File: config.mk
export PLATFORM = sky130hd
export DESIGN_NAME = aes_round_ctrl
export DESIGN_NICKNAME = d
export VERILOG_FILES = /design/src/rtl/aes_round_ctrl.sv
export SDC_FILE = /design/constraint.sdc
export NUM_CORES = 1
export LEC_CHECK = 0
export CORE_AREA = 2 2 300 302
export CTS_CLUSTER_DIAMETER = 100
export CTS_CLUSTER_SIZE = 12
export DETAILED_ROUTE_END_ITERATION = 10
export DIE_AREA = 0 0 302 304
export GPL_ROUTABILITY_DRIVEN = 0
export SYNTH_ARGS = -nofsm -noshare
export SYNTH_HDL_FRONTEND = slang
export SYNTH_SLANG_ARGS = --single-unit
export TNS_END_PERCENT = 20
File: constraint.sdc
create_clock -name clk -period 1.8 [get_ports clk]
set_input_delay 0.36 -clock clk [delete_from_list [all_inputs] [get_ports clk]]
set_output_delay 0.36 -clock clk [all_outputs]
set_load 0.005 [all_outputs]
File: src/rtl/aes_round_ctrl.sv
// AES-128 round sequencer: accepts key/pt, restarts key expansion, steps rounds 0..NR, holds ct.
// Optional build macro AES_ROUND_CTRL_ABORT_EN adds the abort/aborted ports.
module aes_round_ctrl #(
    parameter int NR = 10,
    parameter int W  = 128
) (
    input  logic         clk,
    input  logic         reset,
    input  logic         in_valid,
    output logic         in_ready,
    input  logic [W-1:0] key,
    input  logic [W-1:0] pt,
    output logic         ke_restart,
    output logic [W-1:0] ke_key,
    output logic         dp_load,
    output logic [W-1:0] dp_pt,
    output logic [3:0]   round,
    output logic         last_round,
    input  logic [W-1:0] dp_result,
    output logic         out_valid,
    input  logic         out_ready,
`ifdef AES_ROUND_CTRL_ABORT_EN
    output logic [W-1:0] ct,
    input  logic         abort,
    output logic         aborted
`else
    output logic [W-1:0] ct
`endif
);

    // Round index is 4 bits wide, so NR must not exceed 15.
    localparam logic [3:0] NR_L = 4'(NR);

    typedef enum logic [1:0] {
        IDLE,
        INIT,
        ROUND,
        HOLD
    } state_t;

    state_t state;

    assign in_ready = (state == IDLE);

    always_ff @(posedge clk or negedge reset) begin
        if (!reset) begin
            state      <= IDLE;
            round      <= 4'd0;
            last_round <= 1'b0;
            ke_restart <= 1'b0;
            dp_load    <= 1'b0;
            ke_key     <= '0;
            dp_pt      <= '0;
            ct         <= '0;
            out_valid  <= 1'b0;
`ifdef AES_ROUND_CTRL_ABORT_EN
            aborted    <= 1'b0;
`endif
        end else begin
            // NOTE: non-blocking assignments make every register sample pre-edge values;
            // blocking ones here would make the result depend on statement order.
            ke_restart <= 1'b0;
            dp_load    <= 1'b0;
`ifdef AES_ROUND_CTRL_ABORT_EN
            aborted    <= 1'b0;
`endif
            case (state)
                IDLE: begin
                    if (in_valid) begin
                        ke_key     <= key;
                        dp_pt      <= pt;
                        ke_restart <= 1'b1;
                        state      <= INIT;
                    end
                end
                INIT: begin
                    state      <= ROUND;
                    round      <= 4'd0;
                    dp_load    <= 1'b1;
                    last_round <= (NR_L == 4'd0);
                end
                ROUND: begin
                    if (last_round) begin
                        ct         <= dp_result;
                        out_valid  <= 1'b1;
                        state      <= HOLD;
                        round      <= 4'd0;
                        last_round <= 1'b0;
                    end else begin
                        round      <= round + 4'd1;
                        last_round <= ((round + 4'd1) == NR_L);
                    end
                end
                HOLD: begin
                    if (out_ready) begin
                        out_valid <= 1'b0;
                        state     <= IDLE;
                    end
                end
                default: state <= IDLE;
            endcase
`ifdef AES_ROUND_CTRL_ABORT_EN
            // Abort overrides whatever the in-flight block would have done this edge.
            if (abort && (state == INIT || state == ROUND)) begin
                state      <= IDLE;
                round      <= 4'd0;
                last_round <= 1'b0;
                dp_load    <= 1'b0;
                ke_restart <= 1'b0;
                out_valid  <= 1'b0;
                ct         <= ct;
                aborted    <= 1'b1;
            end
`endif
        end
    end

endmodule

## Yosys cells after proc, flatten, opt, wreduce, memory -nomap -nowiden

Cells that the tools add are included.

| word-level totals | value |
|---|---|
| register bits after elaboration | 394 |
| latch bits | 0 |
| memory bits (writable) | 0 |
| bits in read-only memories | 0 |
| bits of input ports | 388 |
| output and inout port bits | 393 |
| word-level logic and storage cells | 38 |
| memories kept | 0 |

| cells by class | value |
|---|---|
| add/subtract/negate cells | 1 |
| $mul | 0 |
| div/mod/pow operators | 0 |
| magnitude comparators | 0 |
| equality and inequality tests | 7 |
| shifts and indexed selects | 0 |
| mux-type cells | 14 |
| bitwise gates (word level) | 0 |
| reductions and logical operators | 7 |

Operator list:

| kind | number |
|---|---|
| 2-bit case mux with 4 select lines | 1 |
| 4-bit case mux with 2 select lines | 1 |
| 1-bit 2-to-1 mux | 6 |
| 2-bit 2-to-1 mux | 3 |
| 2-bit != test (second input constant) | 3 |
| 3-bit AND reduction | 2 |
| 4-bit by 1-bit adder with 4-bit output (second input constant) | 1 |
| 2-bit equality test (second input constant) | 2 |
| 4-bit equality test (second input constant) | 1 |
| 4-bit 2-to-1 mux | 1 |
| 1-bit case mux with 2 select lines | 2 |
| 2-bit AND reduction | 2 |
| 2-bit nonzero test | 2 |
| 2-bit by 1-bit equality test with 1-bit output (second input constant) | 1 |
| 2-bit logical NOT | 1 |

## Longest topological paths before layout

Gate-level depths: netlist of the first run.

| logic depth | value |
|---|---|
| word-level depth | 4 |
| gate-level depth with buffers | 7 |
| gate-level depth less buffers | 5 |

## Worst setup path after synthesis of the first run

Ideal clock, no wire load.

| timing path | value |
|---|---|
| path type | reg2reg |
| from | reg state[0] |
| to | reg dp_pt[0] |
| setup time | 125 ps |
| data arrival time | 1559 ps |
| data required time | 1675 ps |
| setup slack | 116 ps |
| cell stages (with the launch flop) | 8 |
| buffers on the path | 3 |
| clock period less this slack | 1684 ps |
| path through | dfrtp_1 > inv_1 > ha_1 > and2_1 > buf_6 > buf_8 > buf_6 > mux2_4 |

| between the ends | value |
|---|---|
| longest elaborated chain between the ends | 2 |

Ends and longest elaborated chain:

| item | RTL line | RTL |
|---|---|---|
| start, declared | 41 | `state_t state;` |
| start signal, assigned | 47 | `state <= IDLE;` |
| start signal, assigned | 73 | `state <= INIT;` |
| start signal, assigned | 77 | `state <= ROUND;` |
| 2-bit logical NOT | -- |  |
| named net in_ready | 10 | `output logic in_ready,` |
| 2-bit AND reduction (no source line) | -- |  |
| end signal, assigned | 71 | `dp_pt <= pt;` |
| end, declared | 16 | `output logic [W-1:0] dp_pt,` |

The timed path passes the listed nets, and every way through them passes these cells.
A chain may end at the register's enable or synchronous reset.

## Worst setup path in the final report of the first run

| timing path | value |
|---|---|
| from | reg state[1] |
| to | reg dp_pt[81] |

| between the ends | value |
|---|---|
| longest elaborated chain between the ends | 2 |

Ends and longest elaborated chain:

| item | RTL line | RTL |
|---|---|---|
| 2-bit logical NOT | 67 | `case (state)` |
| 2-bit AND reduction (no source line) | -- |  |

No other way between the ends.

==> results of run 1 <==
==> flip-flops by register name, indices dropped and copies added (netlist names) <==
| register | cells |
|---|---|
| ct | 128 |
| dp_load | 1 |
| dp_pt | 128 |
| ke_key | 128 |
| ke_restart | 1 |
| last_round | 1 |
| out_valid | 1 |
| round | 4 |
| state | 2 |
==> cell usage in the layout, fill, tap and decap left out, types with 4 or more instances in the layout <==
master,n
dfrtp_2,4
dlymetal6s2s_1,21
mux2_4,229
dfrtp_1,390
clkbuf_16,39
ha_1,5
buf_16,4
buf_4,67
inv_1,5
buf_12,11
dlygate4sd2_1,366
mux2_1,148
mux2_2,8
nand2b_1,4
clkdlybuf4s50_1,391
==> layout make-up <==
cell class                 count  area [µm²]  area share [%]
clock buffer                  40         990            3.79
clock inverter                 1        8.76          0.0336
inverter                       7        26.3           0.101
multi-input combinational    416        5470            21.0
sequential                   394        9860            37.8
tap                         1176        1470            5.64
timing repair buffer         863        8250            31.6
==> per-stage QoR <==
stage          area [µm²]  util, %  hold slack, ps
2_1_floorplan       15700        -            64.4
3_3_place_gp        25400     28.5             282
3_5_place_dp        25400     28.5             280
4_1_cts             26000     29.2             278
5_1_grt             26100     29.3             307
6_report            26100     29.3             296
==> final timing paths <==
path / startpoint / end / slack [ps]
worst max-delay path: state[1]$_DFFE_PN0P_ / dp_pt[81]$_DFFE_PN0P_ / 50
worst min-delay path: reset / dp_pt[23]$_DFFE_PN0P_ / 300
worst max register to register: state[1]$_DFFE_PN0P_ / dp_pt[81]$_DFFE_PN0P_ / 50
worst min register to register: ke_key[101]$_DFFE_PN0P_ / ke_key[101]$_DFFE_PN0P_ / 480
max in group asynchronous: reset / dp_pt[81]$_DFFE_PN0P_ / 620
min in group clk: dp_result[42] / ct[42]$_DFFE_PN0P_ / 400
==> per-layer routing <==
layer | GRT usage, % | vias to the layer above | part of all wire [%]
met4 | 3.37 | 2 | 2.8
met1 | 11.9 | 5275 | 38
met5 | 0 | - | 0.025
met2 | 19.7 | 483 | 51
li1 | - | 4715 | -
met3 | 3.04 | 72 | 7.6
==> where the power goes <==
part,switching (W),internal [W],total [W]
logic,0.00466,0.00900,0.0137
registers,0.00187,0.0121,0.0139
clock network,0.00326,0.00386,0.00712
==> worst register-to-register path, cell delays in order (launching register included) <==
cell	delay (ps)
dfrtp_1	390
inv_2	90
ha_4	150
and2_4	180
buf_12	190
buf_16	280
mux2_4	340
==> logic make-up (layout without fill, tap and decap cells) <==
logic type / Yosys count / after routing / share of synthesized area (%)
flip-flops: 394 / 394 / 62.7
multiplexers: 387 / 387 / 33.2
buffers and inverters: 50 / 911 / 2.66
AND/OR/NAND/NOR: 13 / 13 / 0.446
AO/OA/AOI/OAI: 8 / 8 / 0.398
adder cells (fa/ha/maj): 7 / 7 / 0.557
XOR/XNOR: 1 / 1 / 0.0557
==> repair_timing <==
| action | CTS | global route |
|---|---|---|
| buffers inserted | 5 | 0 |
| pin swaps | 0 | 1 |
| gates resized for setup | 379 | 27 |
| cloned | 0 | 0 |
| hold buffers | 1 | 0 |
| setup endpoints to repair | 484 | 43 |
| hold endpoints to repair | 24 | 0 |
==> results.cfg, run 1 <==
[route]
wl_um = 51100
remaining_drc_errors = 0
vias = 10500
drtPass1Iterations = 4
ant_nets = 0
via_per_inst = 3.64
drtIter0Drc = 431
wl_per_cell_um = 17.6

[synth]
synth-seq-cells = 394
async_flop_share_pct = 100
synth_area_um2 = 15700
syn_inst = 860
synth_seq_area_share_pct = 62.7
synthesis.nets = 1255
synth_cell_types = 24
synth.top_cell.area_share_pct = 62.7
avgSynthCellArea_um2 = 18.3
synth_common_cells = dfrtp_1, mux2_4, mux2_1
synth_top_area_cell = dfrtp_1
synth_enable_flop_cells = 0
yosys_warnings = 0
ys.flop_type = dfrtp_1
synth_area_leaders = dfrtp_1, mux2_4, mux2_1
synth_most_common_cell = dfrtp_1

[setup_path]
path_depth = 6
path_class = reg2reg
path_buf_inv = 3
critPathSlowestCell = dfrtp_1
critPathTopFamily = buffers and inverters
worst_setup_path_start_kind = register
end_kind = register
worstPathCellList = inv_2, ha_4, and2_4, buf_12, buf_16, mux2_4
cp_data_arrival_time_ps = 2160
required_ps = 2200
path_max_fanout = 24
reg2reg_depth = 6
max_stage_delay_ps = 390

[place]
dpl.cell_count = 2850
io_buffers = 780
hpwl_um = 40100
place_ws_ps = -235

[sta]
hold_violations = 0
fin_setup_tns_ps = 0
fin_crit_sh_pct = 97.3
worstMarginPinSlew_ps = 385
setup-violations-final = 0
fmax_mhz = 571
fin_ws_ps = 48.9
slew_viol_final = 0
skew_ps = 20.6
min_period_ps = 1750
maxSlewHeadroom_pct = 74.5
rsz0062_at_grt = yes

[finish]
n_antenna_cell = 0
synthToLayoutAreaGrowth_pct = 65.9
fillers = 9040
layoutNonFillerInstCount = 2897
final_nets = 2115
drive_gt1_share_pct = 21.7

[clock_tree]
htreeDepth = 2
cts-root-buf = clkbuf_16
clk_path_buf_depth = 3
cts_tree = yes
numCtsBuffers = 38
clock_latency_ps = 540
cts_sinks = 394
clk_pin_slew_worst_paths_ps = 60

[global_route]
track_usage_pct = 10.8
grt_antenna_before_repair = 2
grt_first_pass_wirelength_um = 76300
grt_pass1_vias = 12200
grt_max_degree = 62
overflow = 0

[floorplanning]
rows = 110
io_pins = 781
design.core.area_um2 = 89000
start_util_pct = 17.7
die-area_um2 = 91800
die_w_um = 302
die_h_um = 304

[flow_run]
maxCapViolCount = 0

[power_and_ir_drop]
ir_drop_mv = 0.686
power.density_nw_per_um2 = 1330
power_w = 0.0347
p_leak_nw = 11.8

[outcome]
status = finished clean

[min_path]
hold_class = in2async
No activity file was read; power rests on OpenSTA's default activity.
==> run 2, diff against run 1 <==
- CTS_BUF_LIST: default -> sky130_fd_sc_hd__clkbuf_16
- HOLD_SLACK_MARGIN: default -> 0.02
==> results.cfg, run 2 (same netlist as run 1, synthesis figures left out) <==
[power_and_ir_drop]
ir_drop_mv = 0.686
intPower_w = 0.0249
p_leak_nw = 11.8
power_frac_comb_pct = 39.4
p_switching_w = 0.00980
seqPwrFrac_pct = 40.2
pwr-share-clk_pct = 20.4
power.density_nw_per_um2 = 1330
swShare_pct = 28.2

[setup_path]
path_class = reg2reg
required_ps = 2200
worst_setup_path_start_kind = register
timing.rr.end = dp_pt[81]$_DFFE_PN0P_
r2r_slack_ps = 50
r2r_start = state[1]$_DFFE_PN0P_
cp_data_arrival_time_ps = 2160
critPathSlowestCell = dfrtp_1
path_max_fanout = 24
worstPathCellList = inv_2, ha_4, and2_4, buf_12, buf_16, mux2_4
end_kind = register
reg2reg_depth = 6
max_stage_delay_ps = 390

[route]
wl_um = 51100
vias = 10500
drtIter0Drc = 431
via_per_inst = 3.64
drtPass1Iterations = 4
wl_per_cell_um = 17.6
remaining_drc_errors = 0
ant_nets = 0

[floorplanning]
die-area_um2 = 91800
start_util_pct = 17.7
io_pins = 781
rows = 110
die_w_um = 302
design.core.area_um2 = 89000
die_h_um = 304

[finish]
drive_gt1_share_pct = 21.7
postLayoutCoreUtil_pct = 29.3
most-common-layout-cells = clkdlybuf4s50_1, dfrtp_1, dlygate4sd2_1
final_common_cell = clkdlybuf4s50_1
n_antenna_cell = 0
synthToLayoutAreaGrowth_pct = 65.8
final_nets = 2115
largestRegisters = ct x128, dp_pt x128, ke_key x128
layoutNonFillerInstCount = 2897
fillers = 9041

[clock_tree]
cts_sinks = 394
clk_path_buf_depth = 3
cts_tree = yes
cts-root-buf = clkbuf_16
htreeDepth = 2
clock_latency_ps = 540
numCtsBuffers = 38
clk_pin_slew_worst_paths_ps = 60

[sta]
fin_setup_tns_ps = 0
skew_ps = 20.9
hold_violations = 0
min_period_ps = 1750
fin_crit_sh_pct = 97.3
fin_ws_ps = 48.4
fmax_mhz = 571
rsz0062_at_grt = yes
slew_viol_final = 0
maxSlewHeadroom_pct = 74.5
worstMarginPinSlew_ps = 385
setup-violations-final = 0

[global_route]
track_usage_pct = 10.8
overflow = 0
grt_first_pass_wirelength_um = 76300
grt_antenna_before_repair = 2
grt_max_degree = 62
grt_pass1_vias = 12200

[outcome]
status = finished clean

[place]
dpl.cell_count = 2850
place_ws_ps = -235
io_buffers = 780
hpwl_um = 40100

[flow_run]
maxCapViolCount = 0

[min_path]
hold_class = in2async
[run 2: cell types whose count changed in the layout (fill, tap and decap cells not counted), sizes merged]
cell / previous run / this run
clkbuf: 40 / 39
clkinv: 0 / 1
[run 2: what timing repair did]
item	CTS	global route
hold buffers	1	0
pin swaps	0	1
buffers inserted	5	0
resized for setup	379	27
endpoints found under the hold margin	24	0
endpoints found under the setup margin	484	43
[run 2: through the flow]
| step | power [W] | cell area (µm²) | hold slack, ps |
|---|---|---|---|
| after floorplan | 0.0205 | 15700 | 64.4 |
| after global placement | 0.0297 | 25400 | 282 |
| after detailed placement | 0.0300 | 25400 | 280 |
| after CTS | 0.0354 | 26000 | 278 |
| after global routing | 0.0367 | 26100 | 307 |
| final | 0.0347 | 26100 | 296 |
[run 2: layout make-up]
type	instances	area, µm²	area share, %
clock inverters	2	12.5	0.0480
multi-input cells	416	5470	21.0
repair buffers	863	8250	31.6
well taps	1176	1470	5.64
inverters	7	26.3	0.101
flip-flops and latches	394	9860	37.8
clock buffers	39	976	3.74
[run 2: power groups by stage]
| stage | logic, W | registers [W] | clock network (W) |
|---|---|---|---|
| floorplan | 0.00644 | 0.0141 | 0 |
| global placement | 0.0156 | 0.0142 | 0 |
| detailed placement | 0.0159 | 0.0141 | 0 |
| CTS | 0.0139 | 0.0140 | 0.00745 |
| global route | 0.0146 | 0.0144 | 0.00775 |
| finish | 0.0137 | 0.0139 | 0.00708 |
[run 2: worst max path at each step]
stage | to | cells past startpoint | startpoint
after global placement | ke_key[71]$_DFFE_PN0P_ | 5 | in_valid
after CTS | in_ready | 4 | state[0]$_DFFE_PN0P_
after detailed placement | ke_key[104]$_DFFE_PN0P_ | 5 | in_valid
after global routing | in_ready | 4 | state[1]$_DFFE_PN0P_
after floorplan | dp_pt[0]$_DFFE_PN0P_ | 7 | state[0]$_DFFE_PN0P_
final | dp_pt[81]$_DFFE_PN0P_ | 6 | state[1]$_DFFE_PN0P_
[run 2: routing by layer]
| metal | part of all wire [%] | vias up | GRT usage, % | routed length [µm] |
|---|---|---|---|---|
| met5 | 0.025 | - | 0 | 13 |
| met4 | 2.8 | 2 | 3.37 | 1430 |
| met3 | 7.6 | 72 | 3.04 | 3860 |
| met2 | 51 | 483 | 19.7 | 26200 |
| met1 | 38 | 5274 | 11.9 | 19500 |
| li1 | - | 4715 | - | - |
[run 2: worst max-delay path, delay by kind of cell (launching register included)]
kind	cells	cell delay (ps)
mux	1	320
buf+inv	3	510
flops	1	390
simple gates	1	180
fa+ha+maj	1	150
==> run 3, diff against run 2 <==
- SKIP_CTS_REPAIR_TIMING: default -> 1
==> results.cfg, run 3 (same netlist as run 1, synthesis figures left out) <==
[outcome]
status = finished clean

[clock_tree]
clock_latency_ps = 540
cts_tree = yes
htreeDepth = 2
numCtsBuffers = 38
clk_pin_slew_worst_paths_ps = 60
clk_path_buf_depth = 3
cts-root-buf = clkbuf_16
cts_sinks = 394

[sta]
skew_ps = 20.7
slew_viol_final = 0
whs_ps = 283
fin_ws_ps = 11.1
fin_setup_tns_ps = 0
setup-violations-final = 0
worstMarginPinSlew_ps = 360
min_period_ps = 1790
hold_violations = 0
maxSlewHeadroom_pct = 76.0
fin_crit_sh_pct = 99.4
rsz0062_at_grt = yes
fmax_mhz = 559

[setup_path]
end_kind = register
reg2reg_depth = 8
required_ps = 2230
worst_setup_path_start_kind = register
path_max_fanout = 5
cp_data_arrival_time_ps = 2220
timing.rr.end = dp_pt[18]$_DFFE_PN0P_
path_class = reg2reg
r2r_start = state[1]$_DFFE_PN0P_
r2r_slack_ps = 10

[finish]
largestRegisters = ct x128, dp_pt x128, ke_key x128
n_antenna_cell = 0
fillers = 8732
drive_gt1_share_pct = 22.5
synthToLayoutAreaGrowth_pct = 76.6
final_common_cell = clkdlybuf4s50_1
seq_area_um2 = 9860
final_nets = 2130
multiInputGateArea_um2 = 5490
most-common-layout-cells = clkdlybuf4s50_1, dfrtp_1, dlymetal6s2s_1

[min_path]
hold_class = in2async

[global_route]
overflow = 0
track_usage_pct = 10.7
grt_max_degree = 62
grt_antenna_before_repair = 2
grt_first_pass_wirelength_um = 76000
grt_pass1_vias = 12100

[power_and_ir_drop]
ir_drop_mv = 0.755
p_leak_nw = 14.9
power.density_nw_per_um2 = 1320

[route]
wl_um = 53800
via_per_inst = 3.66
wl_per_cell_um = 18.5
drtPass1Iterations = 4
ant_nets = 0
remaining_drc_errors = 0
vias = 10700
drtIter0Drc = 358

[place]
place_ws_ps = -235
io_buffers = 780
hpwl_um = 40100

[floorplanning]
die_h_um = 304
io_pins = 781
die-area_um2 = 91800
start_util_pct = 17.7
design.core.area_um2 = 89000
rows = 110
die_w_um = 302

[flow_run]
maxCapViolCount = 0
## run 3: routing by layer
layer  GRT usage, %  vias to the layer above  part of all wire [%]
met3           3.03                       87                   7.6
met5              0                        -                 0.024
li1               -                     4747                     -
met2           19.4                      481                    51
met4           3.50                        2                   3.0
met1           12.0                     5352                    38
## run 3: final cells by class
class	count	share of cell area [%]
clock buffers	39	3.52
clock inverters	2	0.0451
inverters	7	0.0947
multi-input cells	416	19.8
flip-flops and latches	394	35.5
well taps	1176	5.30
repair buffers	878	35.7
## run 3: where the power goes
| part | switching, W | total, W | internal [W] | leakage [nW] |
|---|---|---|---|---|
| clock | 0.00328 | 0.00709 | 0.00382 | 0.487 |
| combinational | 0.00484 | 0.0155 | 0.0106 | 9.81 |
| sequential | 0.00190 | 0.0140 | 0.0121 | 4.64 |
| total | 0.0100 | 0.0365 | 0.0265 | 14.9 |
## run 3: how the worst max path moves through the flow
stage | from | endpoint | slack (ps) | cells after the start
global placement | in_valid | ke_key[71]$_DFFE_PN0P_ | -230 | 5
floorplan | state[0]$_DFFE_PN0P_ | dp_pt[0]$_DFFE_PN0P_ | 120 | 7
finish | state[1]$_DFFE_PN0P_ | dp_pt[18]$_DFFE_PN0P_ | 10 | 8
global route | state[1]$_DFFE_PN0P_ | dp_pt[18]$_DFFE_PN0P_ | -70 | 8
detailed placement | in_valid | ke_key[104]$_DFFE_PN0P_ | -240 | 5
CTS | state[1]$_DFFE_PN0P_ | in_ready | -530 | 4
## run 3: worst max-delay path, stage by stage (launching register included)
cell,delay [ps]
dfrtp_1,390
inv_2,90
ha_4,150
and2_4,250
buf_12,140
clkbuf_16,150
buf_4,110
buf_4,100
mux2_4,290
## run 3: stage by stage
step                instance area, µm²  utilization, %  std cells  power, W
finish                           27800            31.2       2912    0.0365
global route                     27800            31.2       2912    0.0386
CTS                              26400            29.6       2891    0.0375
detailed placement               25400            28.5       2850    0.0300
global placement                 25400            28.5       2850    0.0297
floorplan                        15700               -        860    0.0205
==> variant: new RTL, settings of run 1 <==
`W`: 128 -> 64.
--- a/src/rtl/aes_round_ctrl.sv
+++ b/src/rtl/aes_round_ctrl.sv
@@ -3,5 +3,5 @@
 module aes_round_ctrl #(
     parameter int NR = 10,
-    parameter int W  = 128
+    parameter int W  = 64
 ) (
     input  logic         clk,
Interface: changed (6 resized); port bits go from 781 to 397. The function was not compared with the original's and may differ.
==> variant against run 1 <==
Worst setup slack worse by 0.0034 ns. Power is 46% lower. Final area is 45% lower. Clock skew is 0.0063 ns higher. Non-clock buffer count is 415 lower. Routed wire length is 50% lower. Combinational power is 46% lower. Cell count is 28% lower. Critical path type is now reg2out. Maximum frequency is 0.19% lower. Synthesized area is 48% lower. Critical path depth is 5 lower. Sequential cell count is 192 lower.
==> variant: results (changes against run 1) <==
status=finished, final reports clean; Max Cap Viol=0 (unchanged); pin count of the biggest net entering global routing=52 (-16%); via count=5,508 (-48%); Post-synth top cells=dfrtp_1 (202), mux2_4 (110), mux2_1 (83); Worst path slowest cell=clkdlybuf4s50_1; CP arrival=1.39 ns (-0.77 ns); clock skew=0.02688 ns (+0.006332 ns); synth top area cells=dfrtp_1 (62%), mux2_4 (20%), mux2_1 (11%); HP Class=in2async; htree depth=1 (-1); Root Buffer=clkbuf_16; Worst Path Max Fanout=2 (-92%); Worst-Margin Slew=0.5847 ns (+0.2001 ns); Syn Nets=656 (-48%); number of detailed-routing iterations run before antenna repair=4 (unchanged); fill cell count=9,752 (+7.9%); Crit path largest cell delay=0.51 ns (+0.12 ns); R2R cell count=7 (+1); I/O Buffers=396 (-49%); clk buf depth=3 (unchanged); Ys Warns=0 (unchanged); GR Util All Layers=5.442% (-5.3 points); sequential-to-total area share from yosys stat=61.63% (-1.1 points); delay-heaviest family, CP=buffers and inverters; clk_lat worst skew=0.56 ns (+0.02 ns); dpl ws=-0.1053 ns (+0.1298 ns); Synth cell types=24 (unchanged); vias in the first global route=6,219 (-49%); n_diodes=0 (unchanged); Regs by FF count=ct: 64 flops, dp_pt: 64 flops, ke_key: 64 flops; first-pass GRT wire length=38,530 um (-50%); fin nets=1,109 (-48%); placed wire-length estimate=19,720 um (-51%); wire per inst=12.34 um (-30%); asr flop ratio synth=100.0% (unchanged); Starting DRT DRC Count=172 (-60%); initial antenna violation count=2 (unchanged); Max IR drop VDD=0.8739 mV (+27%); Synth Flop Type=dfrtp_1; layout cell share with drive strength beyond 1=22.10% (+0.37 points); CTS Buf Count=23 (-39%); clk slew on worst S/H paths=0.06 ns (about the same); LEAKAGE=6.298 nW (-47%)
[variant: where the power goes]
part / total (mW) / switching (mW) / internal [mW] / leakage (nW)
sequential: 7.13 / 0.948 / 6.18 / 2.39
clock: 4.32 / 1.95 / 2.38 / 0.322
combinational: 7.42 / 2.48 / 4.94 / 3.59
total: 18.9 / 5.38 / 13.5 / 6.30
[variant: what timing repair did]
action | 4_1_cts | 5_1_grt
resized for setup | 174 | 27
setup endpoints to repair | 190 | 55
hold buffers | 1 | 0
buffers inserted | 7 | 1
endpoints found under the hold margin | 39 | 0
[variant: per-stage QoR]
stage / cell area [um2] / total power, mW / std cells / util, %
2_1_floorplan: 8202 / 10.64 / 453 / -
3_3_place_gp: 13840 / 15.35 / 2048 / 15.54
3_5_place_dp: 13840 / 15.49 / 2048 / 15.54
4_1_cts: 14370 / 19.37 / 2089 / 16.14
5_1_grt: 14440 / 20.11 / 2090 / 16.22
6_report: 14440 / 18.87 / 2090 / 16.22
[variant: path summary, 6_finish.rpt]
kind	startpoint	end	slack [ns]
worst min register to register	ct[52]	ct[52]	0.48
worst max-delay path	ke_key[9]	ke_key[9]	0.05
worst min-delay path	reset	ct[63]	0.35
worst max register to register	state[0]	state[1]	0.11
min in group clk	dp_result[38]	ct[38]	0.39
max in group asynchronous	reset	ke_key[40]	0.78
[variant: logic make-up (layout without fill, tap and decap cells)]
family                     after synthesis  after routing  share of synthesized area (%)
and+or+nand+nor                         13             13                          1.022
AOI/OAI and AO/OA                        8              8                         0.9002
adders and majority gates                7              7                          1.068
buffers and inverters                   27            488                          3.494
muxes                                  195            195                          31.78
DFF                                    202            202                          61.63
xor gates and xnor gates                 1              1                         0.1068
[variant: final cells by class]
| type | count | area, um2 | share of cell area, % |
|---|---|---|---|
| sequential | 202 | 5057 | 35.01 |
| timing repair buffer | 448 | 4352 | 30.13 |
| multi-input combinational | 224 | 2885 | 19.98 |
| tap | 1176 | 1471 | 10.19 |
| clock buffer | 28 | 604.3 | 4.184 |
| clock inverter | 5 | 47.55 | 0.3292 |
| inverter | 7 | 26.28 | 0.1819 |
[variant: per-layer routing]
| metal | up-vias | global-route usage (%) | part of all wire [%] |
|---|---|---|---|
| met1 | 2692 | 6.010 | 39 |
| li1 | 2491 | - | - |
| met3 | 42 | 2.556 | 12 |
| met2 | 281 | 9.105 | 46 |
| met5 | - | 0 | 0.050 |
| met4 | 2 | 1.888 | 3.5 |
